## config.mk

```make
export PLATFORM = sky130hd
export DESIGN_NAME = filter_ctrl
export DESIGN_NICKNAME = d
export VERILOG_FILES = /design/src/rtl/filter_ctrl_pkg.sv /design/src/rtl/filter_ctrl_fifo.sv /design/src/rtl/filter_ctrl.sv
export SDC_FILE = /design/constraint.sdc
export NUM_CORES = 1
export LEC_CHECK = 0
export CAP_MARGIN = 30
export CORE_MARGIN = 8
export CORE_UTILIZATION = 30
export CTS_CLUSTER_DIAMETER = 30
export CTS_CLUSTER_SIZE = 10
export DETAILED_ROUTE_END_ITERATION = 8
export PLACE_DENSITY = 0.52
export SLEW_MARGIN = 20
export SYNTH_ARGS = -nofsm -noshare
export SYNTH_HDL_FRONTEND = slang
export SYNTH_HIERARCHICAL = 1
export SYNTH_SLANG_ARGS = --single-unit
```

## constraint.sdc

```tcl
create_clock -name CLK -period 4 [get_ports CLK]
set_clock_uncertainty 0.15 [all_clocks]
set_input_delay 0.8 -clock CLK [delete_from_list [all_inputs] [get_ports CLK]]
set_output_delay 0.8 -clock CLK [all_outputs]
set_load 0.05 [all_outputs]
```

## src/rtl/filter_ctrl_pkg.sv

```systemverilog
// Shared types and constants for the filter sequencing controller.
// The optional dropped-sample counter is enabled with FILTER_CTRL_DROPCNT_EN.
package filter_ctrl_pkg;

  typedef enum logic [1:0] {
    IDLE   = 2'd0,
    FLUSH  = 2'd1,
    SETTLE = 2'd2,
    RUN    = 2'd3
  } state_t;

  localparam int FLUSH_CYCLES = 2;
  localparam int DEFAULT_W    = 8;

endpackage

```

## src/rtl/filter_ctrl_fifo.sv

```systemverilog
// Sample FIFO with registered head/valid outputs; a push into an empty FIFO
// becomes visible one cycle later, a pop of the last entry drops valid at once.
module filter_ctrl_fifo
  import filter_ctrl_pkg::*;
#(
  parameter int W     = DEFAULT_W,
  parameter int DEPTH = 4
) (
  input  logic         clk,
  input  logic         rst,
  input  logic         push,
  input  logic [W-1:0] din,
  input  logic         pop,
  output logic [W-1:0] dout,
  output logic         dvalid,
  output logic         full,
  output logic         empty
);

  localparam int AW = $clog2(DEPTH);
  localparam int CW = AW + 1;

  logic [W-1:0]  mem [DEPTH];
  logic [AW-1:0] rd_ptr;
  logic [AW-1:0] wr_ptr;
  logic [AW-1:0] rd_next;
  logic [CW-1:0] count;
  logic [CW-1:0] count_next;
  logic          push_ok;
  logic          pop_ok;

  assign full       = (count == CW'(DEPTH));
  assign empty      = (count == '0);
  assign pop_ok     = pop && !empty;
  assign push_ok    = push && (!full || pop_ok);
  assign rd_next    = rd_ptr + AW'(pop_ok);
  assign count_next = count + CW'(push_ok) - CW'(pop_ok);

  always_ff @(posedge clk) begin
    if (push_ok) mem[wr_ptr] <= din;
  end

  always_ff @(posedge clk or posedge rst) begin
    if (rst) begin
      rd_ptr <= '0;
      wr_ptr <= '0;
      count  <= '0;
      dout   <= '0;
      dvalid <= 1'b0;
    end else begin
      rd_ptr <= rd_next;
      if (push_ok) wr_ptr <= wr_ptr + AW'(1);
      count  <= count_next;
      dvalid <= (count_next != '0) && !empty;
      // The slot being written this edge may become the new head: bypass it.
      if (count_next != '0)
        dout <= (push_ok && (wr_ptr == rd_next)) ? din : mem[rd_next];
    end
  end

endmodule

```

## src/rtl/filter_ctrl.sv

```systemverilog
// Filter sequencing controller: clear pulse, decimation strobe, settle discard,
// sample FIFO with sticky overflow. FILTER_CTRL_DROPCNT_EN adds DROP_CNT.
module filter_ctrl
  import filter_ctrl_pkg::*;
#(
  parameter int DECIM  = 64,
  parameter int SETTLE = 2,
  parameter int DEPTH  = 4,
  parameter int W      = DEFAULT_W
) (
  input  logic         CLK,
  input  logic         RST,
  input  logic         EN,
  input  logic [W-1:0] FILT_OUT,
  output logic         FILT_CLR,
  output logic [W-1:0] DOUT,
  output logic         DVALID,
  input  logic         DREADY,
  output logic         OVF,
  input  logic         CLR_OVF,
  output state_t       DBG_STATE
`ifdef FILTER_CTRL_DROPCNT_EN
  ,
  output logic [7:0]   DROP_CNT
`endif
);

  localparam int DW = $clog2(DECIM);
  localparam int SW = (SETTLE > 1) ? $clog2(SETTLE) : 1;
  localparam int FW = (FLUSH_CYCLES > 1) ? $clog2(FLUSH_CYCLES) : 1;
  localparam logic [DW-1:0] DECIM_LAST  = DW'(DECIM - 1);
  localparam logic [SW-1:0] SETTLE_LAST = SW'((SETTLE > 0) ? SETTLE - 1 : 0);
  localparam logic [FW-1:0] FLUSH_LAST  = FW'(FLUSH_CYCLES - 1);

  state_t        state;
  state_t        state_next;
  logic [DW-1:0] dcnt;
  logic [SW-1:0] settle_cnt;
  logic [FW-1:0] flush_cnt;
  logic          counting;
  logic          strobe;
  logic          push;
  logic          pop;
  logic          drop;
  logic          fifo_full;
  logic          fifo_empty;

  assign DBG_STATE = state;

  // State register
  always_ff @(posedge CLK or posedge RST) begin
    if (RST) state <= filter_ctrl_pkg::IDLE;
    else     state <= state_next;
  end

  // Next-state logic; dropping EN aborts from any active state
  always_comb begin
    state_next = state;
    case (state)
      filter_ctrl_pkg::IDLE:
        if (EN) state_next = filter_ctrl_pkg::FLUSH;
      filter_ctrl_pkg::FLUSH:
        if (!EN) state_next = filter_ctrl_pkg::IDLE;
        else if (flush_cnt == FLUSH_LAST)
          state_next = (SETTLE == 0) ? filter_ctrl_pkg::RUN : filter_ctrl_pkg::SETTLE;
      filter_ctrl_pkg::SETTLE:
        if (!EN) state_next = filter_ctrl_pkg::IDLE;
        else if (strobe && (settle_cnt == SETTLE_LAST)) state_next = filter_ctrl_pkg::RUN;
      filter_ctrl_pkg::RUN:
        if (!EN) state_next = filter_ctrl_pkg::IDLE;
      default:
        state_next = filter_ctrl_pkg::IDLE;
    endcase
  end

  // Output decode
  always_comb begin
    counting = (state == filter_ctrl_pkg::SETTLE) || (state == filter_ctrl_pkg::RUN);
    strobe   = counting && (dcnt == DECIM_LAST);
    push     = (state == filter_ctrl_pkg::RUN) && strobe;
  end

  always_ff @(posedge CLK or posedge RST) begin
    if (RST) begin
      dcnt       <= '0;
      settle_cnt <= '0;
      flush_cnt  <= '0;
    end else begin
      if (!EN || !counting || strobe) dcnt <= '0;
      else                            dcnt <= dcnt + DW'(1);
      if ((state == filter_ctrl_pkg::FLUSH) && EN) flush_cnt <= flush_cnt + FW'(1);
      else                                         flush_cnt <= '0;
      if (state != filter_ctrl_pkg::SETTLE) settle_cnt <= '0;
      else if (strobe)                      settle_cnt <= settle_cnt + SW'(1);
    end
  end

  // Clear lags FLUSH by one edge so it is high after exactly the two following edges.
  always_ff @(posedge CLK or posedge RST) begin
    if (RST) FILT_CLR <= 1'b0;
    else     FILT_CLR <= (state == filter_ctrl_pkg::FLUSH);
  end

  assign pop  = DVALID && DREADY && !fifo_empty;
  assign drop = push && fifo_full && !pop;

  // A new overflow beats a same-cycle clear.
  always_ff @(posedge CLK or posedge RST) begin
    if (RST)          OVF <= 1'b0;
    else if (drop)    OVF <= 1'b1;
    else if (CLR_OVF) OVF <= 1'b0;
  end

`ifdef FILTER_CTRL_DROPCNT_EN
  always_ff @(posedge CLK or posedge RST) begin
    if (RST) DROP_CNT <= 8'd0;
    else if (drop) begin
      if (CLR_OVF)                DROP_CNT <= 8'd1;
      else if (DROP_CNT != 8'hFF) DROP_CNT <= DROP_CNT + 8'd1;
    end else if (CLR_OVF) DROP_CNT <= 8'd0;
  end
`endif

  filter_ctrl_fifo #(
    .W     (W),
    .DEPTH (DEPTH)
  ) u_fifo (
    .clk    (CLK),
    .rst    (RST),
    .push   (push),
    .din    (FILT_OUT),
    .pop    (pop),
    .dout   (DOUT),
    .dvalid (DVALID),
    .full   (fifo_full),
    .empty  (fifo_empty)
  );

endmodule

```

## After elaboration in Yosys (flattened, before gate mapping)

Memories as Yosys holds them, arrays and structs flattened. A register that Yosys moved wholly into a read port is not among the register bits.
Index checks and enable logic that the tools add are counted.

- Eq/ne operators: 10
- Muxes and demuxes: 15
- Add/sub/neg operators: 7
- Reduce and logical (&&, ||, !) cells: 26

Operators by type and width:

| kind | number |
|---|---|
| two-way mux 2 bit | 6 |
| logical AND 1 bit | 11 |
| one-hot mux 2 bit (4 select lines) | 1 |
| two-way mux 1 bit | 7 |
| adder 6 x 1 -> 6 bit, second input constant | 1 |
| == test 6 bit, second input constant | 1 |
| two-way mux 6 bit | 1 |
| != test 2 bit, second input constant | 3 |
| != test 3 bit, second input constant | 2 |
| zero test 1 bit | 5 |
| == test 2 bit, second input constant | 2 |
| logical OR 1 bit | 4 |
| AND reduction 4 bit | 1 |
| nonzero test 2 bit | 2 |
| adder 3 x 1 -> 3 bit | 1 |
| == test 3 bit, second input constant | 1 |
| zero test 3 bit | 1 |
| nonzero test 3 bit | 1 |
| subtractor 3 x 1 -> 3 bit | 1 |
| adder 1 bit, second input constant | 2 |
| adder 2 x 1 -> 2 bit | 1 |
| adder 2 x 1 -> 2 bit, second input constant | 1 |
| == test 2 x 1 -> 1 bit, second input constant | 1 |
| zero test 2 bit | 1 |

- Bits in writable memories: 32
- Register bits: 20
- Output and inout port bits: 13
- Memories kept: 1
- Word-level logic and storage cells: 69

Memories:

| memory | depth | bits a word | read ports | clocked after memory_dff | write ports | RTL line | text |
|---|---|---|---|---|---|---|---|
| u_fifo.mem | 4 | 8 | 1 | 1 | 1 | filter_ctrl_fifo.sv:23 | `logic [W-1:0] mem [DEPTH];` |

## Logic depth before layout (Yosys ltp)

Gate-level depths: netlist (run 1).

- Depth in word-level cells: 10
- Mapped depth: 12

## By module

The synthesis (run 1) kept the hierarchy.

Modules (own cells, without submodules):

| module | instances | cells each | area an instance (sq um) |
|---|---|---|---|
| filter_ctrl_fifo | 1 | 108 | 2079.5 |
| filter_ctrl | 1 | 52 | 533.0 |

## Worst setup path before layout (run 1)

OpenSTA, ideal clock, no wires.

- Path type: in2reg
- Start: in DREADY
- End: reg u_fifo.dout[0] (read register of u_fifo.mem)
- Data required time: 3.725 ns
- Path slack: 0.543 ns
- Cell stages on the path: 12
- Data arrival time: 3.183 ns
- Buffers on the path: 1
- Setup time: 0.125 ns
- Path through: nand2_1 > nor2_1 > or4b_4 > buf_6 > nand2_1 > o21ai_0 > ha_1 > fa_1 > xnor2_1 > xnor2_1 > nor3_4 > mux2_2

- Word-level cells in the longest chain between the ends: 8
- Elaborated cells between the ends (all ways): 9
- Classes of those cells: 3 x add/sub; 6 x reduce/logical

RTL lines:

| what | RTL line | text |
|---|---|---|
| start, declared | filter_ctrl.sv:18 | `input logic DREADY,` |
| logical AND 1 bit * (2 in series) | filter_ctrl.sv:104 | `assign pop = DVALID && DREADY && !fifo_empty;` |
| named net pop | filter_ctrl.sv:43 | `logic pop;` |
| logical AND 1 bit * | filter_ctrl_fifo.sv:34 | `assign pop_ok = pop && !empty;` |
| logical OR 1 bit | filter_ctrl_fifo.sv:35 | `assign push_ok = push && (!full \|\| pop_ok);` |
| logical AND 1 bit | filter_ctrl_fifo.sv:35 |  |
| adder 3 x 1 -> 3 bit | filter_ctrl_fifo.sv:37 | `assign count_next = count + CW'(push_ok) - CW'(pop_ok);` |
| subtractor 3 x 1 -> 3 bit * | filter_ctrl_fifo.sv:37 |  |
| named net u_fifo.count_next[2] | filter_ctrl_fifo.sv:28 | `logic [CW-1:0] count_next;` |
| nonzero test 3 bit * | filter_ctrl_fifo.sv:56 | `if (count_next != '0)` |
| end, declared | filter_ctrl_fifo.sv:14 | `output logic [W-1:0] dout,` |

The timed path passes the listed nets; every way through them passes the cells marked *.
A chain may end at the register's enable or synchronous reset.

## Worst setup path after layout (run 1)

- Start: in DREADY
- End: reg u_fifo.dout[2] (read register of u_fifo.mem)

The elaborated chain is that of the path after synthesis.

==> impl_metrics.csv, run 1 <==
group,metric,value,unit
timing,rsz0062_at_grt,"no",
place,hpwl,3290,um
final_layout,area_delta_synth_final,22.70,%
timing,worst_pin_slew,670.1,ps
grt,gr-total-overflow,0,
power,switching_power,0.7886,mW
timing,finalCritPeriodShare,87.23,%
job,max_cap_violations,0,
clock_tree,cts_buffers,9,
yosys,synth_area,0.002613,mm2
worst_setup_path,path_class,"input port to register",
yosys,synth_edf_count,32,
clock_tree,cts_setup_buffers,0,
worst_hold_path,min_path_type,"register to register",
clock_tree,clockBufferDepth,2,
floorplanning,die_h,109.3,um
yosys,synth_ff_type,"edfxtp_1",
yosys,ys_async_sr_fraction,46.67,%
floorplanning,die_w,109.3,um
power,peakVddDrop,0.2187,mV
route,via_per_inst,4.503,
route,drc,0,
yosys,synth_area_leaders,"edfxtp_1 37%, dfrtp_1 27%, mux4_1 8.0%",
place,dpl_cell_area,0.003013,mm2
timing,finalCriticalPeriod,3489,ps
clock_tree,clock-sinks,60,
route,dr_total_vias,1405,
yosys,ys_ff_latch,60,
final_layout,multi_input_area,902.1,um2
place,portBuffers,25,
yosys,synth_top_cell_by_area,"edfxtp_1",
worst_setup_path,cp.arrival,3550,ps
worst_setup_path,endpoint_kind,"register",
worst_setup_path,cp_top_family,"simple AND/OR/NAND/NOR gates",
power,power_frac_clock,22.8,%
floorplanning,start_util,30.40,%
yosys,yosys.area.top_type_share,36.78,%
worst_setup_path,slowest_delay,490,ps
yosys,synth_most_common_cell,"edfxtp_1",
grt,antenna_found_initial,0,
worst_setup_path,cp_cell_sequence,"clkdlybuf4s50_1 -> nand2_1 -> nor2_1 -> or4b_4 -> nand2_1 -> o21ai_0 -> ha_1 -> fa_1 -> xnor2_1 -> xnor2_1 -> nor3_4 -> buf_4 -> mux2_2",
power,pwr-share-seq,34.5,%
final_layout,utilization,37.30,%
timing,setup_viol,0,
floorplanning,io_pins,26,
clock_tree,path_clk_slew,70,ps
timing,fmax,286.6,MHz
route,postRouteAntennaNets,0,
grt,grt_start_max_net_pins,17,
final_layout,seqCellArea,0.001662,mm2
route,dr.first_iter.drc_count,59,
route,wl_per_cell,15.76,um
yosys,synth_area_per_cell,16.33,um2
yosys,syn-num-nets,181,
grt,grt_usage,9.125,%
final_layout,diodes,0,
clock_tree,cts-root-buf,"clkbuf_8",
power,p_int,1.513,mW
power,power.density,717.8,mW/mm2
floorplanning,core,0.008593,mm2
grt,grt_first_pass_wirelength,7997,um
final_layout,n_fill_cell,825,
yosys,yosysWarnings,6,
worst_setup_path,cp_slowest_cell,"or4b_4",
power,power_frac_comb,42.7,%
final_layout,finalInstanceArea,0.003206,mm2
place,place_congestion,0.6571,
final_layout,final_nets,220,
clock_tree,clk_latency,330,ps
clock_tree,h-tree-depth,3,
clock_tree,cts_tree,"built",
timing,hold_viol,0,
yosys,ys_seq_area_share,63.60,%
timing,slew_violations,0,
floorplanning,row_count,34,
route,wirelength,4917,um
yosys,synth_cells,160,
worst_setup_path,required,4060,ps
route,first_pass_iters,3,
floorplanning,die_area,0.01195,mm2
timing,maxSlewHeadroom,55.28,%
yosys,synthTopCellsByCount,"32 x edfxtp_1, 28 x dfrtp_1, 16 x mux2_2",
worst_setup_path,critPathMaxFanout,9,
timing,setup_tns,0,ps
final_layout,drive_gt1_share,19.61,%
worst_setup_path,cp.buffers_inverters,2,
power,switching_share,34.27,%
worst_setup_path,start_kind,"input port",
power,total_leakage_power,1.232,nW
yosys,synth.distinct_cells,35,
clock_tree,ctsHoldBuffers,0,
clock_tree,cts_resized,0,
grt,grt_pass1_vias,1535,
outcome,status,"complete, no violations",
[registers in the layout, summed over array words and instances, names as in the netlist]
name	count
settle_cnt	1
FILT_CLR	1
OVF	1
u_fifo/count	3
flush_cnt	1
u_fifo/wr_ptr	2
DBG_STATE	2
u_fifo/rd_ptr	2
u_fifo/mem	32
u_fifo/dvalid	1
dcnt	6
u_fifo/dout	8
[cell families after synthesis]
group	after synthesis	share of synthesized area, %
xor gates and xnor gates	9	3.544
and+or+nand+nor	38	9.100
buffers and inverters	9	1.868
AOI/OAI and AO/OA	12	2.826
muxes	24	14.94
DFF	60	63.60
adders and majority gates	8	4.119
[placed cells by master, fill, tap and decap left out, types with 2 or more instances in the layout]
cell              n
o21ai_0           3
edfxtp_1         32
xnor2_1           5
mux2_2           16
clkdlybuf4s50_1  25
clkinv_4          2
a21oi_1           3
mux4_1            8
nor2_1            7
clkbuf_8          9
inv_1             7
clkinv_2          2
nand2b_1          2
nand2_1           8
buf_4             5
nor3_1            2
nand3_1           2
dfrtp_1          28
nor2b_1           4
ha_1              7
and3_1            4
xor2_1            3
[routing by layer]
metal	global-route usage [%]	part of all wire, %	vias up
met1	10.94	46	695
li1	-	-	677
met5	0	0	-
met2	13.95	47	29
met3	4.338	6.6	4
met4	3.472	1.0	0
[worst reg2reg max path, stage by stage, from the launching register on]
cell and delay (ps):
dfrtp_1 420, nor3_1 280, nor2_1 100, or4b_4 490
nand2_1 80, o21ai_0 80, ha_1 200, fa_1 380
xnor2_1 150, xnor2_1 170, nor3_4 120, buf_4 200
mux2_2 350
[power by group through the flow]
stage	Sequential, mW	Clock (mW)	Combinational [mW]
floorplan	0.965	0	0.583
global placement	0.807	0	0.991
detailed placement	0.807	0	1.01
CTS	0.796	0.550	1.01
global route	0.806	0.581	1.06
finish	0.794	0.525	0.983
[path summary, 6_finish.rpt]
kind                                 start               end  slack [ps]  cells past startpoint
min in group asynchronous              RST         flush_cnt         650                      2
hold / removal              u_fifo/dout[7]    u_fifo/dout[7]         360                      1
max in group asynchronous              RST  u_fifo/rd_ptr[0]        2530                      2
setup / recovery                    DREADY    u_fifo/dout[2]         510                     13
hold reg to reg             u_fifo/dout[7]    u_fifo/dout[7]         360                      1
setup reg to reg           u_fifo/count[1]    u_fifo/dout[2]         720                     12
[per-stage QoR]
stage | hold WS (ps) | power, mW | worst slack, ps | std cells
CTS | 361.2 | 2.357 | 505.0 | 312
detailed placement | 344.2 | 1.815 | 134.6 | 296
finish | 355.6 | 2.301 | 511.0 | 312
global route | 380.8 | 2.447 | 367.1 | 312
global placement | 342.6 | 1.799 | 198.8 | 296
floorplan | 322.3 | 1.548 | 542.7 | 160
[final cells by class]
cell class	count	area share, %
well taps	108	4.215
repair buffers	30	8.977
inverters	7	0.8197
multi-input cells	91	28.14
flip-flops and latches	60	51.83
clock inverters	6	2.030
clock buffers	10	3.981
Power figures use the tool's default switching activity.
==> inputs of run 2 (changes only) <==
Settings changed: CORE_MARGIN 8 to unset.
==> impl_metrics.csv, run 2 (synthesized netlist as in run 1, its figures left out) <==
group,metric,value,unit
clock_tree,ctsHoldBuffers,0,
route,dr.first_iter.drc_count,28,
timing,fmax,287.1,MHz
worst_setup_path,endpoint_kind,"register",
job,max_cap_violations,0,
route,drc,0,
grt,grt_usage,12.09,%
worst_setup_path,start_kind,"input port",
final_layout,area_delta_synth_final,21.65,%
timing,maxSlewHeadroom,51.84,%
timing,slew_violations,0,
worst_setup_path,critPathMaxFanout,9,
place,dp_cells,294,
grt,grt_first_pass_wirelength,7679,um
final_layout,fin_cells,310,
timing,finalCriticalPeriod,3483,ps
clock_tree,h-tree-depth,3,
worst_hold_path,min_path_type,"register to register",
floorplanning,core,0.008341,mm2
clock_tree,path_clk_slew,70,ps
timing,setup_tns,0,ps
route,postRouteAntennaNets,0,
final_layout,finalInstanceArea,0.003178,mm2
clock_tree,cts_buffers,9,
worst_setup_path,required,4060,ps
power,peakVddDrop,0.2044,mV
timing,rsz0062_at_grt,"no",
grt,gr-total-overflow,0,
route,wirelength,4648,um
timing,setup_viol,0,
power,total_leakage_power,1.219,nW
place,dpl_cell_area,0.003017,mm2
timing,hold_viol,0,
power,power.density,699.2,mW/mm2
timing,finalCritPeriodShare,87.07,%
grt,grt_pass1_vias,1516,
final_layout,drive_gt1_share,19.51,%
place,hpwl,3096,um
timing,worst_slack,517.3,ps
clock_tree,cts_resized,0,
clock_tree,clockBufferDepth,2,
clock_tree,cts_setup_buffers,0,
final_layout,top_regs,"u_fifo/mem x32, u_fifo/dout x8, dcnt x6",
final_layout,utilization,38.10,%
final_layout,final_nets,221,
worst_setup_path,cp.arrival,3540,ps
floorplanning,die_h,95.32,um
timing,worst_pin_slew,721.6,ps
floorplanning,die_area,0.009086,mm2
route,dr_total_vias,1426,
final_layout,final_cell_mix,"32 x edfxtp_1, 28 x dfrtp_1, 25 x clkdlybuf4s50_1, 16 x mux2_2, 9 x clkbuf_8",
floorplanning,row_count,33,
final_layout,diodes,0,
place,place_congestion,0.7271,
clock_tree,cts_tree,"built",
route,first_pass_iters,4,
route,via_per_inst,4.600,
grt,grt_start_max_net_pins,17,
floorplanning,die_w,95.32,um
place,place_worst_setup_slack,142.2,ps
final_layout,top_register,"u_fifo/mem",
clock_tree,clock-sinks,60,
final_layout,final_common_cell,"edfxtp_1",
clock_tree,clk_latency,330,ps
clock_tree,cts-root-buf,"clkbuf_8",
route,wl_per_cell,14.99,um
grt,antenna_found_initial,0,
worst_setup_path,path_class,"input port to register",
place,portBuffers,25,
floorplanning,start_util,31.32,%
outcome,status,"complete, no violations",
floorplanning,io_pins,26,
final_layout,largest_reg_flops,32,
run 2: area by class of cell:
type	count	area [um2]
fill	815	5162
inverter	7	26.28
clock inverter	5	30.03
timing repair buffer	31	295.3
multi-input combinational	91	902.1
sequential	60	1662
tap	105	131.4
clock buffer	11	131.4
run 2: worst max-delay path: stages:
cell and delay, ps:
clkdlybuf4s50_1 400, nand2_1 80, nor2_1 50, or4b_4 480, nand2_1 80, o21ai_0 80
ha_1 200, fa_1 370, xnor2_1 140, xnor2_1 170, nor3_4 120, buf_4 210
mux2_2 350
run 2: path summary, 6_finish.rpt:
check	to	start	cells past startpoint	slack, ps
min in group asynchronous	dcnt[4]	RST	2	670
setup reg to reg	u_fifo/dout[0]	u_fifo/count[1]	12	740
max in group asynchronous	u_fifo/rd_ptr[0]	RST	2	2460
setup / recovery	u_fifo/dout[0]	DREADY	13	520
hold reg to reg	u_fifo/dout[3]	u_fifo/dout[3]	1	360
hold / removal	u_fifo/dout[3]	u_fifo/dout[3]	1	360
run 2: through the flow:
stage | hold WS [ps] | power [mW]
global route | 377.3 | 2.366
finish | 356.6 | 2.222
detailed placement | 343.2 | 1.804
global placement | 339.2 | 1.795
CTS | 359.2 | 2.269
floorplan | 322.3 | 1.548
run 2: where the power goes:
group | internal, mW | leakage (nW) | total [mW] | switching, mW
Combinational | 0.494 | 0.511 | 0.978 | 0.484
Sequential | 0.740 | 0.630 | 0.791 | 0.0511
Clock | 0.221 | 0.0791 | 0.453 | 0.232
run 2: metal layers:
layer  wire length [um]  global-route usage (%)  vias up
met3                286                   5.662        5
met4                 63                   4.545        0
met2               2172                   19.11       31
li1                   -                       -      682
met1               2125                   14.29      708
met5                  0                       0        -
==> inputs of run 3 (changes only) <==
Settings changed: SLEW_MARGIN 20 to unset.
==> results of run 3 <==
Final layout, timing and power as in run 2 (identical DEF).
